File: src/rtl/fetch_sequencer_if.sv
// Fetch-sequencer bus: Start/Ack program handshake, decoder flags and fetch-side outputs.
// The master drives requests and decoder flags; the slave (sequencer) drives PC and status.
interface fetch_sequencer_if #(
    parameter int unsigned PC_W  = 10,
    parameter int unsigned CNT_W = 16
);
    logic             start;
    logic             halt;
    logic             branch_en;
    logic [PC_W-1:0]  branch_target;
    logic [PC_W-1:0]  prog_ctr;
    logic             running;
    logic             ack;
    logic             timeout;
    logic [1:0]       prog_idx;
    logic [CNT_W-1:0] cycle_ct;

    modport master (
        output start, halt, branch_en, branch_target,
        input  prog_ctr, running, ack, timeout, prog_idx, cycle_ct
    );

    modport slave (
        input  start, halt, branch_en, branch_target,
        output prog_ctr, running, ack, timeout, prog_idx, cycle_ct
    );
endinterface

File: src/rtl/fetch_sequencer.sv
// Fetch-stage controller: owns the PC, sequences programs back-to-back via Start/Ack,
// applies LUT branch redirects and force-completes programs that exceed the cycle limit.
module fetch_sequencer #(
    parameter int unsigned PC_W       = 10,
    parameter int unsigned CNT_W      = 16,
    parameter int unsigned NUM_PROG   = 3,
    parameter int unsigned PROG0_BASE = 0,
    parameter int unsigned PROG1_BASE = 256,
    parameter int unsigned PROG2_BASE = 512,
    parameter int unsigned MAX_CYCLES = 65000
) (
    input  logic             clk_i,
    input  logic             rst_i,
    fetch_sequencer_if.slave fs_io
);

    typedef enum logic [1:0] {StIdle, StArmed, StRun, StDone} state_e;

    localparam logic [CNT_W-1:0] CntLast = CNT_W'(MAX_CYCLES - 1);

    state_e           state_q, state_d;
    logic [PC_W-1:0]  pc_q, pc_d, base_pc;
    logic [CNT_W-1:0] cnt_q, cnt_d, cnt_inc;
    logic [1:0]       idx_q, idx_d, idx_inc;
    logic             tmo_q, tmo_d;
    logic             run_q, ack_q;

    always_comb begin
        case (idx_q)
            2'd1:    base_pc = PC_W'(PROG1_BASE);
            2'd2:    base_pc = PC_W'(PROG2_BASE);
            default: base_pc = PC_W'(PROG0_BASE);
        endcase
    end

    assign idx_inc = (32'(idx_q) + 32'd1 >= NUM_PROG) ? 2'd0 : idx_q + 2'd1;
    assign cnt_inc = (&cnt_q) ? cnt_q : cnt_q + CNT_W'(1);

    always_comb begin
        state_d = state_q;
        pc_d    = pc_q;
        cnt_d   = cnt_q;
        idx_d   = idx_q;
        tmo_d   = tmo_q;
        unique case (state_q)
            StIdle, StDone: begin
                if (fs_io.start) begin
                    state_d = StArmed;
                    pc_d    = base_pc;
                    cnt_d   = '0;
                    tmo_d   = 1'b0;
                end
            end
            StArmed: begin
                if (!fs_io.start) state_d = StRun;
            end
            StRun: begin
                if (fs_io.start) begin
                    // Abort restarts the same program from its entry point.
                    state_d = StArmed;
                    pc_d    = base_pc;
                    cnt_d   = '0;
                end else if (fs_io.halt) begin
                    state_d = StDone;
                    cnt_d   = cnt_inc;
                    idx_d   = idx_inc;
                end else if (cnt_q == CntLast) begin
                    state_d = StDone;
                    cnt_d   = cnt_inc;
                    idx_d   = idx_inc;
                    tmo_d   = 1'b1;
                end else begin
                    cnt_d = cnt_inc;
                    pc_d  = fs_io.branch_en ? fs_io.branch_target : pc_q + PC_W'(1);
                end
            end
            default: state_d = StIdle;
        endcase
    end

    always_ff @(posedge clk_i or posedge rst_i) begin
        if (rst_i) begin
            state_q <= StIdle;
            pc_q    <= '0;
            cnt_q   <= '0;
            idx_q   <= '0;
            tmo_q   <= 1'b0;
            run_q   <= 1'b0;
            ack_q   <= 1'b0;
        end else begin
            state_q <= state_d;
            pc_q    <= pc_d;
            cnt_q   <= cnt_d;
            idx_q   <= idx_d;
            tmo_q   <= tmo_d;
            run_q   <= (state_d == StRun);
            ack_q   <= (state_d == StDone);
        end
    end

    assign fs_io.prog_ctr = pc_q;
    assign fs_io.running  = run_q;
    assign fs_io.ack      = ack_q;
    assign fs_io.timeout  = tmo_q;
    assign fs_io.prog_idx = idx_q;
    assign fs_io.cycle_ct = cnt_q;

endmodule

File: src/flat_wrapper.sv
// flat-port wrapper written by rule: the top's interface ports become plain ports
module fetch_sequencer_flat 
#(
    parameter int unsigned PC_W       = 10,
    parameter int unsigned CNT_W      = 16,
    parameter int unsigned NUM_PROG   = 3,
    parameter int unsigned PROG0_BASE = 0,
    parameter int unsigned PROG1_BASE = 256,
    parameter int unsigned PROG2_BASE = 512,
    parameter int unsigned MAX_CYCLES = 65000
)
  (clk_i, rst_i, fs_io_start, fs_io_halt, fs_io_branch_en, fs_io_branch_target, fs_io_prog_ctr, fs_io_running, fs_io_ack, fs_io_timeout, fs_io_prog_idx, fs_io_cycle_ct);
  fetch_sequencer_if #(.PC_W(PC_W), .CNT_W(CNT_W)) fs_io_i ();
  input  logic clk_i;
  input  logic rst_i;
  input wire logic [$bits(fs_io_i.start)-1:0] fs_io_start;
  input wire logic [$bits(fs_io_i.halt)-1:0] fs_io_halt;
  input wire logic [$bits(fs_io_i.branch_en)-1:0] fs_io_branch_en;
  input wire logic [$bits(fs_io_i.branch_target)-1:0] fs_io_branch_target;
  output wire logic [$bits(fs_io_i.prog_ctr)-1:0] fs_io_prog_ctr;
  output wire logic [$bits(fs_io_i.running)-1:0] fs_io_running;
  output wire logic [$bits(fs_io_i.ack)-1:0] fs_io_ack;
  output wire logic [$bits(fs_io_i.timeout)-1:0] fs_io_timeout;
  output wire logic [$bits(fs_io_i.prog_idx)-1:0] fs_io_prog_idx;
  output wire logic [$bits(fs_io_i.cycle_ct)-1:0] fs_io_cycle_ct;
  assign fs_io_i.start = fs_io_start;
  assign fs_io_i.halt = fs_io_halt;
  assign fs_io_i.branch_en = fs_io_branch_en;
  assign fs_io_i.branch_target = fs_io_branch_target;
  assign fs_io_prog_ctr = fs_io_i.prog_ctr;
  assign fs_io_running = fs_io_i.running;
  assign fs_io_ack = fs_io_i.ack;
  assign fs_io_timeout = fs_io_i.timeout;
  assign fs_io_prog_idx = fs_io_i.prog_idx;
  assign fs_io_cycle_ct = fs_io_i.cycle_ct;
  fetch_sequencer #(.PC_W(PC_W), .CNT_W(CNT_W), .NUM_PROG(NUM_PROG), .PROG0_BASE(PROG0_BASE), .PROG1_BASE(PROG1_BASE), .PROG2_BASE(PROG2_BASE), .MAX_CYCLES(MAX_CYCLES)) u_core (.clk_i(clk_i), .rst_i(rst_i), .fs_io(fs_io_i));
endmodule
File: config.mk
export PLATFORM = sky130hd
export DESIGN_NAME = fetch_sequencer_flat
export DESIGN_NICKNAME = d
export VERILOG_FILES = /design/src/rtl/fetch_sequencer_if.sv /design/src/rtl/fetch_sequencer.sv /design/src/flat_wrapper.sv
export SDC_FILE = /design/constraint.sdc
export NUM_CORES = 1
export LEC_CHECK = 0
export CORE_MARGIN = 2
export CORE_UTILIZATION = 44
export DETAILED_ROUTE_END_ITERATION = 6
export PLACE_DENSITY_LB_ADDON = 0.08
export SLEW_MARGIN = 20
export SYNTH_ARGS = -nofsm -noshare
export SYNTH_HDL_FRONTEND = slang
export SYNTH_SLANG_ARGS = --single-unit
File: constraint.sdc
create_clock -name clk_i -period 2.9 [get_ports clk_i]
set_clock_uncertainty 0.2 [all_clocks]
set_input_delay 0.29 -clock clk_i [delete_from_list [all_inputs] [get_ports clk_i]]
set_output_delay 0.29 -clock clk_i [all_outputs]
set_load 0.005 [all_outputs]
==> out/results.txt, run 1 <==
Peak supply drop -> 0.350 mV
Compound-Gate Fraction of Synth Area -> 19.3%
CP max FO -> 13
Power per Cell Area -> 568 nW/µm²
Vias in the first global route -> 1733
Post-Route WL -> 4960 µm
Vias -> 1931
CP max stage cell -> a221o_1
Max-cap violations -> 0
Placed Cells -> 324
CORE AREA -> 4380 µm²
Fin worst setup slack -> 519 ps
Global-route wire length before repair -> 8330 µm
Final min period -> 2380 ps
1st-iter DRT viols -> 157
Slew Limit Fails -> 0
N_diodes -> 0
Setup violators final -> 0
Worst Hold Class -> input pin to asynchronous set/reset pin
Area of the die -> 5110 µm²
Synth top area share -> 41.2%
Largest area contributor in the synthesized netlist -> dfrtp_1
Largest net degree at the start of global routing -> 34
YS warnings -> 0
Post-synthesis sequential element count -> 33
Element type at the critical path start -> flip-flop
Clk_lat worst skew -> 290 ps
Share of layout cells above drive strength 1 -> 8.96%
Final ANT Viol Nets -> 0
Non-Filler Instances -> 331
Most numerous cell in the Yosys netlist -> dfrtp_1
CTS tree -> done
DR vias/cell -> 5.83
Crit path cell chain -> inv_1 > ha_1 > nor2b_4 > or2_1 > a221o_1 > a21oi_2 > o31ai_2
Wirelength per Cell -> 15.0 µm
Mapped cell area -> 2000 µm²
Largest family of logic cells by synthesized area -> simple AND/OR/NAND/NOR gates
CTS buffer count -> 5
Post-CTS Setup Bufs -> 0
Crit path kind -> flip-flop to flip-flop
Initial Utilization -> 45.7%
Clk sinks -> 33
Setup TNS -> 0 ps
Layout area overhead -> 30.5%
CP endpoint kind -> flip-flop
Die H -> 71.5 µm
Static leakage -> 1.05 nW
XOR/XNOR Fraction of Synth Area -> 2.62%
Post-Place Setup Slack -> 373 ps
CP Data Arrival Time -> 2330 ps
Gpl congestion -> 0.868
Antenna violations before repair -> 0
Seq/Total Area, Yosys -> 41.2%
Post-synthesis instance total -> 228
Hold Violations, Final -> 0
Die width -> 71.5 µm
Fin nets -> 298
Fraction of the mapped netlist area in adder cells -> 2.50%
# DRC -> 0
Avg Inst Size Synth -> 8.79 µm²
Hold-fix buffers at CTS -> 0
Ys async rst share -> 100%
Synth cell count leaders -> dfrtp_1 (33), nor2_1 (28), nand2_1 (21)
Clock slew at reported path FFs -> 70 ps
Hold Worst Slack -> 194 ps
Synth unique cells -> 53
CTS max path bufs -> 2
CTS root buffer -> clkbuf_8
Post-synthesis mux area share -> 1.62%
Tcrit/Tclk final -> 82.1%
RSZ-0062 raised after global routing -> no
GR Util All Layers -> 20.3%
Status -> completed
Rel. slew slack -> 57.2%
Synth Area in Simple Gates -> 29.0%
I/O Pins -> 46
CP max stage delay -> 480 ps
Synth area leaders -> dfrtp_1 (41%), nor2_1 (5.2%), o21ai_1 (5.0%)
Port Buffers -> 45
Pre-antenna DRT Iters -> 4
H-Tree Depth -> 2
Number of core rows -> 24
Max Clk Rate -> 420 MHz
Primary FF master, synth -> dfrtp_1
Synth Net Count -> 247
Number of enable flip-flop cells after synthesis -> 0
DP HPWL -> 3590 µm
Post-cts resize count -> 0
Overflow after GRT -> 0
Worst Path Required -> 2850 ps
Worst-margin pin slew -> 637 ps
path summary, 6_finish.rpt:
path	start	slack, ps	to	cells after the start
max in group asynchronous	rst_i	2000	u_core.fs_io.prog_ctr[2]$_DFFE_PP0P_	3
worst min-delay path	rst_i	190	u_core.fs_io.cycle_ct[6]$_DFFE_PP0P_	3
min in group clk_i	u_core.fs_io.prog_ctr[9]$_DFFE_PP0P_	340	u_core.fs_io.prog_ctr[9]$_DFFE_PP0P_	2
worst min register to register	u_core.fs_io.prog_ctr[9]$_DFFE_PP0P_	340	u_core.fs_io.prog_ctr[9]$_DFFE_PP0P_	2
worst max register to register	u_core.state_q[0]$_DFF_PP0_	520	u_core.fs_io.prog_ctr[8]$_DFFE_PP0P_	7
worst max-delay path	u_core.state_q[0]$_DFF_PP0_	520	u_core.fs_io.prog_ctr[8]$_DFFE_PP0P_	7
area by class of cell:
type,count,area (µm²)
well taps,52,65.1
clock buffers,7,86.3
flip-flops and latches,33,826
fillers,402,1770
repair buffers,52,503
inverters,8,30.0
multi-input cells,179,1100
stage by stage:
stage / power, mW / utilization, % / instance area, µm²
floorplan: 0.927 / - / 2000
global placement: 1.13 / 57.6 / 2530
detailed placement: 1.14 / 57.6 / 2530
CTS: 1.49 / 59.6 / 2610
global route: 1.58 / 59.6 / 2610
finish: 1.48 / 59.6 / 2610
worst max-delay path: cells and delay by family (launching register included):
family                     cells  cell delay [ps]
buffers and inverters          1               60
adders and majority gates      1              390
DFF                            1              390
and+or+nand+nor                2              400
AOI/OAI and AO/OA              3              800
registers in the layout, summed over array words and instances (netlist names):
| name | cells |
|---|---|
| u_core.state_q | 2 |
| u_core.fs_io.prog_idx | 2 |
| u_core.fs_io.timeout | 1 |
| u_core.fs_io.prog_ctr | 10 |
| u_core.fs_io.running | 1 |
| u_core.fs_io.cycle_ct | 16 |
| u_core.fs_io.ack | 1 |
kinds of logic after synthesis:
group / Yosys count
simple gates: 107
compound gates: 59
flops: 33
buf+inv: 16
xor+xnor: 6
fa+ha+maj: 4
mux: 3
power breakdown:
| part | switching (mW) | total [mW] | internal, mW |
|---|---|---|---|
| combinational | 0.302 | 0.561 | 0.259 |
| clock | 0.165 | 0.353 | 0.188 |
| sequential | 0.0524 | 0.569 | 0.517 |
| total | 0.520 | 1.48 | 0.964 |
metal layers:
layer	vias to the layer above	part of all wire (%)	track usage, %	wire length [µm]
met1	910	48	30.3	2360
met2	72	45	29.2	2210
met3	7	6.8	4.50	339
met5	-	0	0	0
met4	0	1.1	6.92	55
li1	942	-	-	-
layout by cell type, fill, tap and decap left out, types with 2 or more instances in the layout:
cell              n
clkdlybuf4s50_1  45
dfrtp_1          33
nor2_1           28
nand2_1          21
o21ai_1          20
nand3_1          13
nor3_1            8
inv_1             8
a21oi_1           7
buf_4             7
clkbuf_8          6
and3_1            5
a31oi_1           5
or3_1             5
nand4_1           4
o21ai_0           4
ha_1              4
nand2b_1          3
nor2b_1           3
and4_1            3
a22oi_1           3
nor4_2            3
xnor2_1           3
xor2_1            3
o211ai_1          3
o31ai_2           2
mux2_1            2
o31ai_1           2
and2_1            2
(Power assumes the default switching activity.)
==> run 2, diff against run 1 <==
- clock period: 2.9 -> 2.4 ns (I/O delays scaled with it)
==> run 2 against run 1 <==
- via count shrank 0.21%
- sequential share of layout area decreased by 0.91 points
- final cell count grew 2.1%
- combinational power increased by 24%
- die area is the same
- power increased by 24%
- sequential power is 20% higher
==> out/results.txt, run 2 (synthesis gave the netlist of run 1 again) <==
Non-Filler Instances -> 338
Clock slew at reported path FFs -> 70 ps
Post-Route WL -> 4940 µm
Number of flip-flops in the largest register -> 16
CP max FO -> 4
CTS buffer count -> 5
Sw Ratio -> 34.0%
Die width -> 71.5 µm
Reg power frac -> 37.0%
Met1 GRT Util -> 29.8%
Max Clk Rate -> 442 MHz
# fillers -> 405
Hold-fix buffers at CTS -> 0
Largest net degree at the start of global routing -> 34
Commonest non-fill, non-tap cell in the layout -> clkdlybuf4s50_1
Clk sinks -> 33
Rel. slew slack -> 65.9%
DP HPWL -> 3620 µm
M3 GR Usage -> 6.33%
N_diodes -> 0
DR vias/cell -> 5.70
# DRC -> 0
Gpl congestion -> 0.835
Vias -> 1927
Max-cap violations -> 0
Global-route wire length before repair -> 8740 µm
Tcrit/Tclk final -> 94.3%
P_int -> 1.22 mW
Setup TNS -> 0 ps
Wirelength per Cell -> 14.6 µm
Crit path kind -> flip-flop to flip-flop
GR peak layer -> met2
Power share of the combinational group -> 37.6%
CP max stage delay -> 540 ps
Number of core rows -> 24
I/O Pins -> 46
Final min period -> 2260 ps
Port Buffers -> 45
1st-iter DRT viols -> 108
GR Util All Layers -> 21.5%
Post-CTS Setup Bufs -> 0
Clock power frac -> 25.3%
Hold Violations, Final -> 0
Commonest cells after routing, fill and taps aside -> clkdlybuf4s50_1 (45), dfrtp_1 (33), nor2_1 (28)
Pre-antenna DRT Iters -> 4
Vias in the first global route -> 1826
CTS max path bufs -> 2
CP endpoint kind -> flip-flop
Worst-margin pin slew -> 511 ps
Post-cts resize count -> 0
Peak supply drop -> 0.363 mV
Setup violators final -> 0
CORE AREA -> 4380 µm²
Power per Cell Area -> 685 nW/µm²
Initial Utilization -> 45.7%
Worst Path Required -> 2360 ps
Crit path cell chain -> inv_1 > ha_1 > nor2b_4 > or4_4 > nor4_2 > xnor2_1 > nor2_1
Die H -> 71.5 µm
Area of the die -> 5110 µm²
Static leakage -> 1.09 nW
GR Util met2 -> 32.6%
CTS root buffer -> clkbuf_8
Share of layout cells above drive strength 1 -> 11.5%
Slew Limit Fails -> 0
Placed Cells -> 330
RSZ-0062 raised after global routing -> no
Fin nets -> 304
Layout area overhead -> 34.4%
H-Tree Depth -> 2
Overflow after GRT -> 0
Hold Worst Slack -> 137 ps
Worst Hold Class -> input pin to asynchronous set/reset pin
CTS tree -> done
CP Data Arrival Time -> 2220 ps
CP max stage cell -> or4_4
Antenna violations before repair -> 0
Sw power -> 628 µW
Status -> completed
Final ANT Viol Nets -> 0
Element type at the critical path start -> flip-flop
Clk_lat worst skew -> 290 ps
## run 2: cell types whose count changed in the layout (fill, tap and decap cells not counted), sizes merged
cell,delta
buf,+6
clkinv,+1
## run 2: per-layer routing
layer  part of all wire [%]  vias up
li1                       -      954
met1                     48      920
met2                     46       49
met3                    5.4        4
met4                   0.63        0
met5                      0        -
## run 2: cell type report
type / count / area (µm²) / share of cell area [%]
flip-flops and latches: 33 / 826 / 30.7
clock inverters: 1 / 5.00 / 0.186
well taps: 52 / 65.1 / 2.42
inverters: 8 / 30.0 / 1.12
repair buffers: 58 / 548 / 20.4
multi-input cells: 179 / 1120 / 41.7
clock buffers: 7 / 96.3 / 3.58
## run 2: power by group through the flow
stage               combinational, mW  sequential, mW  clock [mW]
CTS                             0.698           0.683       0.485
detailed placement              0.695           0.694           0
finish                          0.694           0.683       0.467
global placement                0.687           0.691           0
global route                    0.785           0.696       0.507
floorplan                       0.426           0.694           0
## run 2: final timing paths
path	slack, ps	start	end	cells past startpoint
worst max register to register	140	u_core.state_q[0]$_DFF_PP0_	u_core.fs_io.cycle_ct[15]$_DFFE_PP0P_	7
min in group clk_i	330	u_core.fs_io.prog_ctr[9]$_DFFE_PP0P_	u_core.fs_io.prog_ctr[9]$_DFFE_PP0P_	2
worst max-delay path	140	u_core.state_q[0]$_DFF_PP0_	u_core.fs_io.cycle_ct[15]$_DFFE_PP0P_	7
worst min-delay path	140	rst_i	u_core.fs_io.prog_ctr[7]$_DFFE_PP0P_	3
max in group asynchronous	1550	rst_i	u_core.fs_io.cycle_ct[6]$_DFFE_PP0P_	3
worst min register to register	330	u_core.fs_io.prog_ctr[9]$_DFFE_PP0P_	u_core.fs_io.prog_ctr[9]$_DFFE_PP0P_	2
## run 2: critical path, delay by kind of cell (launching register included)
| family | cells | cell delay (ps) |
|---|---|---|
| simple gates | 4 | 1020 |
| flops | 1 | 390 |
| fa+ha+maj | 1 | 310 |
| xor+xnor | 1 | 160 |
| buf+inv | 1 | 60 |
## run 2: stage by stage
stage / total power [mW] / worst slack [ps] / util, % / area, µm²
after floorplan: 1.12 / 166 / - / 2000
after global placement: 1.38 / 161 / 58.7 / 2570
after detailed placement: 1.39 / 134 / 58.7 / 2570
after CTS: 1.87 / 106 / 61.0 / 2670
after global routing: 1.99 / 5.83 / 61.4 / 2690
final: 1.84 / 136 / 61.4 / 2690
